===== src/rtl/imem_param_ctrl.sv =====
`default_nettype none
// +--------------------------------------------------------------------------+
// | imem_param_ctrl : parametrised instruction memory with program-load     |
// |   port, registered fetch port (valid/fault) and power-up NOP clear.      |
// | Revision: 1.0                                                            |
// +--------------------------------------------------------------------------+
module imem_param_ctrl #(
   parameter int                DATA_W    = 32,
   parameter int                DEPTH     = 128,
   parameter int                ADDR_W    = 32,
   parameter int                BYTE_ADDR = 0,
   parameter logic [DATA_W-1:0] NOP_WORD  = '0
) (
   input  logic              clk_i,
   input  logic              rsta_i,
   input  logic              wr_en_i,
   input  logic [ADDR_W-1:0] wr_addr_i,
   input  logic [DATA_W-1:0] wr_data_i,
   input  logic              rd_req_i,
   input  logic [ADDR_W-1:0] rd_addr_i,
   output logic [DATA_W-1:0] rd_data_o,
   output logic              rd_valid_o,
   output logic              rd_fault_o,
   output logic              busy_o
);

   localparam int                IDX_W    = (DEPTH > 1) ? $clog2(DEPTH) : 1;
   localparam int                CMP_W    = ((ADDR_W > 32) ? ADDR_W : 32) + 1;
   localparam logic [CMP_W-1:0]  DEPTH_C  = CMP_W'(DEPTH);
   localparam logic [IDX_W-1:0]  LAST_IDX = IDX_W'(DEPTH - 1);

   typedef enum logic {
      ST_CLEAR = 1'b0,
      ST_READY = 1'b1
   } state_t;

   // Range test is done on the full-width index so large addresses never alias.
   function automatic logic [ADDR_W-1:0] f_index(input logic [ADDR_W-1:0] a);
      if (BYTE_ADDR != 0) return a >> 2;
      else                return a;
   endfunction

   function automatic logic f_legal(input logic [ADDR_W-1:0] a);
      logic misaligned;
      misaligned = (BYTE_ADDR != 0) && (a[1:0] != 2'b00);
      return !misaligned && (CMP_W'(f_index(a)) < DEPTH_C);
   endfunction

   function automatic logic [IDX_W-1:0] f_slot(input logic [ADDR_W-1:0] a);
      return IDX_W'(f_index(a));
   endfunction

   logic [DATA_W-1:0] mem_q [DEPTH];
   state_t            state_q;
   logic [IDX_W-1:0]  cnt_q;
   logic [DATA_W-1:0] rd_data_q;
   logic              rd_valid_q;
   logic              rd_fault_q;
   logic              busy_q;

   logic              rd_ok;
   logic              wr_ok;
   logic [IDX_W-1:0]  rd_idx;
   logic [IDX_W-1:0]  wr_idx;

   assign rd_ok  = f_legal(rd_addr_i);
   assign wr_ok  = f_legal(wr_addr_i);
   assign rd_idx = f_slot(rd_addr_i);
   assign wr_idx = f_slot(wr_addr_i);

   // Storage has no reset of its own; the clear sequencer initialises it.
   always_ff @(posedge clk_i) begin
      if (!rsta_i) begin
         if (state_q == ST_CLEAR) begin
            mem_q[cnt_q] <= NOP_WORD;
         end else if (wr_en_i && wr_ok) begin
            mem_q[wr_idx] <= wr_data_i;
         end
      end
   end

   always_ff @(posedge clk_i) begin
      if (rsta_i) begin
         state_q    <= ST_CLEAR;
         cnt_q      <= '0;
         rd_data_q  <= '0;
         rd_valid_q <= 1'b0;
         rd_fault_q <= 1'b0;
         busy_q     <= 1'b1;
      end else begin
         case (state_q)
            ST_CLEAR: begin
               rd_valid_q <= 1'b0;
               rd_fault_q <= 1'b0;
               cnt_q      <= cnt_q + 1'b1;
               if (cnt_q == LAST_IDX) begin
                  state_q <= ST_READY;
                  busy_q  <= 1'b0;
               end
            end
            ST_READY: begin
               // Array read sees pre-edge contents, giving read-first on collisions.
               rd_valid_q <= rd_req_i;
               rd_fault_q <= rd_req_i && !rd_ok;
               if (rd_req_i) begin
                  rd_data_q <= rd_ok ? mem_q[rd_idx] : NOP_WORD;
               end
            end
            default: begin
               state_q <= ST_CLEAR;
               cnt_q   <= '0;
               busy_q  <= 1'b1;
            end
         endcase
      end
   end

   assign rd_data_o  = rd_data_q;
   assign rd_valid_o = rd_valid_q;
   assign rd_fault_o = rd_fault_q;
   assign busy_o     = busy_q;

endmodule
`default_nettype wire


===== config.mk =====
export PLATFORM = sky130hd
export DESIGN_NAME = imem_param_ctrl
export DESIGN_NICKNAME = d
export VERILOG_FILES = /design/src/rtl/imem_param_ctrl.sv
export SDC_FILE = /design/constraint.sdc
export NUM_CORES = 2
export LEC_CHECK = 0
export CELL_PAD_IN_SITES_DETAIL_PLACEMENT = 1
export CELL_PAD_IN_SITES_GLOBAL_PLACEMENT = 2
export CORE_MARGIN = 5
export CORE_UTILIZATION = 55
export DETAILED_ROUTE_END_ITERATION = 8
export DONT_BUFFER_PORTS = 1
export PLACE_DENSITY_LB_ADDON = 0.1
export REMOVE_ABC_BUFFERS = 1
export SLEW_MARGIN = 20
export SYNTH_ARGS = -nofsm -noshare
export SYNTH_HDL_FRONTEND = slang
export SYNTH_SLANG_ARGS = --single-unit

===== constraint.sdc =====
create_clock -name clk_i -period 9.27 [get_ports clk_i]
set_input_delay 1.854 -clock clk_i [delete_from_list [all_inputs] [get_ports clk_i]]
set_output_delay 1.854 -clock clk_i [all_outputs]
set_load 0.005 [all_outputs]

==> metrics <==
predominant post-synthesis flop cell=edfxtp_1; Reg clk slew, reported paths=roughly 0.060 ns; CORE AREA=0.2879 mm^2; All-Layer GR Usage=between 30% and 40%; switching share of total power=between 20% and 30%; total number of vias=a little over 80,000; power per cell area=around 210 mW/mm^2; M1 GR Usage=between 40% and 50%; top-area cell type share of the netlist area=between 70% and 80%; Layout area overhead=12.73%; yosys warns=0; crit path kind=primary input to flop; initial drt markers=11,320; vias in the first global route=83,150; Initial Util=a little under three fifths; ys async rst share=0%; largest net degree at the start of global routing=about 140; CP startpoint kind=primary input; setup_tns=0 ns; WP data required=slightly above 10 ns; global route hottest layer=met2; Worst Tran Pin Value=around 1.2 ns; nets=about 7,600; most frequent CP cell=buf_16; maximum VDD drop=186.5 uV; Setup Viol. Count Final=0; slew margin rel.=a little over a fifth; fmax=approximately 170 MHz; MaxCap Viol Count=0; Synth area leader=edfxtp_1; Mapped Cells=between 7,000 and 8,000; TritonCTS Buffers=416; total routed wirelength=around 490,000 um; Rows=between 150 and 200; final hold slack=0.4906 ns; hpwl dp=~280,000 um; worst-skew pair later-pin latency=slightly below 1 ns; GRT met2 Usage=between 50% and 60%; static leakage=about 0.059 uW; Gate power share=about 3.2%; crit path from=rd_addr_i[1]; crit path cell chain=buf_16, buf_16, buf_16, buf_16, mux4_2, o22ai_1, or3_1, a311oi_1, nor4_1, a2111oi_0; Pins Over Slew Limit=0; critical path's slowest cell=a311oi_1; mapped cell area=0.1590 mm^2; port bufs=0; root buf cell=clkbuf_16; CTS-repair resized insts=0; Post-DP Area=approximately 0.17 mm^2; CTS tree=yes; clock sink count=4,139; Final Cell Area=between 0.15 and 0.2 mm^2; Clock Power Share=between 40% and 50%; Final Critical Period=roughly 6.0 ns; Die Ht=between 500 and 600 um; Longest Clk Path Bufs=4; Crit. End Element=flop; Final ANT Viol Nets=0; post-synthesis sequential area ratio=between 70 and 80%; crit-path max FO=140; post-CTS setup buffer count=0; DRC viols=0; hold-fix buffers at CTS=0; Psw=~7900 uW; Congestion Overflow GR=0; skew final=~0.055 ns; initial antenna violation count=40; GPL Wtd Cong=approximately 0.87; met3 GRT Util=between 5 and 6%; Final Hold Viols=0; DR pass1 iterations=5; Worst path max stage delay=0.90 ns; share of cells above drive strength 1=between 20% and 30%; first-pass GRT wire length=676,400 um; worst reg2reg startpoint=state_q$_SDFF_PP0_; vias per inst=approximately 7; P_int=around 30,000 uW; ranking of synthesized cells by area=edfxtp_1, mux4_2, mux2i_1; RSZ-0062 raised after global routing=no; mean area per synthesized cell=between 20 and 25 um^2; Seq pwr share=a little over half; number of distinct library cells after synthesis=66; die width=approximately 550 um; register bit total from synthesis=4,139; run status=finished clean; min-delay src=state_q$_SDFF_PP0_; H-Tree Depth=5; die area=around 0.30 mm^2; worst min path class=flop to flop; io pins=roughly 140; Post-synth EDFFs=between 4,000 and 5,000; Tcrit/Tclk final=approximately two thirds; Avg WL per Cell=about 42 um; critical path arrival=about 7 ns
## power groups by stage
stage / logic [uW] / registers, uW / clock network (uW)
after floorplan: 524 / 20700 / 0
after global placement: 1190 / 20700 / 0
after detailed placement: 1200 / 20700 / 0
after CTS: 1210 / 20300 / 16900
after global routing: 1250 / 20300 / 17800
final: 1220 / 20300 / 16800
## worst max-delay path, delay by kind of cell
family,cells,cell delay [ns]
AND/OR/NAND/NOR,2,0.52
multiplexers,1,0.35
AO/OA/AOI/OAI,3,1.41
buffers and inverters,4,1.90
## flip-flops by register name, indices dropped and copies added, names as in the netlist
signal      cells
busy_o          1
cnt_q           7
mem_q        4096
rd_data_o      32
rd_fault_o      1
rd_valid_o      1
state_q         1
## cells in the final DEF (no fill, tap or decap), types with 84 or more instances in the layout
master	count
nor2_4	134
nand2_1	152
a21oi_1	106
clkbuf_16	426
a22oi_1	232
mux2i_1	271
buf_4	243
clkinv_1	86
a221oi_1	84
edfxtp_1	4096
clkbuf_1	97
mux4_2	901
## stage by stage
step / setup slack, ns / std cells / util (%) / total power, uW
after floorplan: 2.216 / 6814 / - / 21200
after global placement: 1.134 / 10850 / 57.25 / 21860
after detailed placement: 2.621 / 10890 / 57.49 / 21880
after CTS: 3.630 / 11650 / 62.17 / 38440
after global routing: 3.283 / 11660 / 62.25 / 39330
final: 3.227 / 11680 / 62.26 / 38250
## cell families after synthesis
| kind of cell | count (synthesis) | share of synthesized area (%) |
|---|---|---|
| AO/OA/AOI/OAI | 740 | 3.428 |
| multiplexers | 1214 | 14.86 |
| XOR/XNOR | 5 | 0.02755 |
| AND/OR/NAND/NOR | 711 | 2.172 |
| adder cells (fa/ha/maj) | 1 | 0.007868 |
| buffers and inverters | 434 | 1.608 |
| flip-flops | 4139 | 77.90 |
## routing by layer
layer / vias to the layer above / routed length [um]
met2: 4692 / 232700
met3: 878 / 45320
met1: 44640 / 181400
met5: - / 39
li1: 31490 / -
met4: 6 / 26390
## area by class of cell
type	count	area [um^2]
Antenna cell	18	45.04
Clock buffer	529	11110
Clock inverter	236	2372
Fill cell	22830	108600
Inverter	4	17.52
Multi-Input combinational cell	2671	34080
Sequential cell	4139	123900
Tap cell	3781	4731
Timing Repair Buffer	297	3037
## synth_stat cells, drive strengths merged, types with 6 or more instances
cell	n
a31oi	17
nand2	154
o21ai	34
nor3	30
a311oi	10
a211oi	13
o22ai	60
nand4	41
mux4	911
a41oi	6
mux2	32
mux2i	271
buf	254
o211ai	32
a311o	7
and4	6
or3	16
nor4	50
clkbuf	176
and2	39
and3	20
a2bb2oi	8
a21oi	107
dfxtp	43
a32oi	8
nor2b	35
a32o	7
a221oi	86
a2111oi	27
nor2	219
edfxtp	4096
nand3	65
a22oi	235
nand2b	14
a22o	67
## path summary, 6_finish.rpt
| check | to | slack (ns) | depth (start not counted) |
|---|---|---|---|
| hold reg to reg | state_q$_SDFF_PP0_ | 0.49 | 2 |
| setup / recovery | rd_data_o[1]$_SDFFE_PP0P_ | 3.23 | 10 |
| setup reg to reg | mem_q[3][10]$_DFFE_PP_ | 3.84 | 7 |
| hold / removal | state_q$_SDFF_PP0_ | 0.49 | 2 |
(Power assumes the default switching activity.)
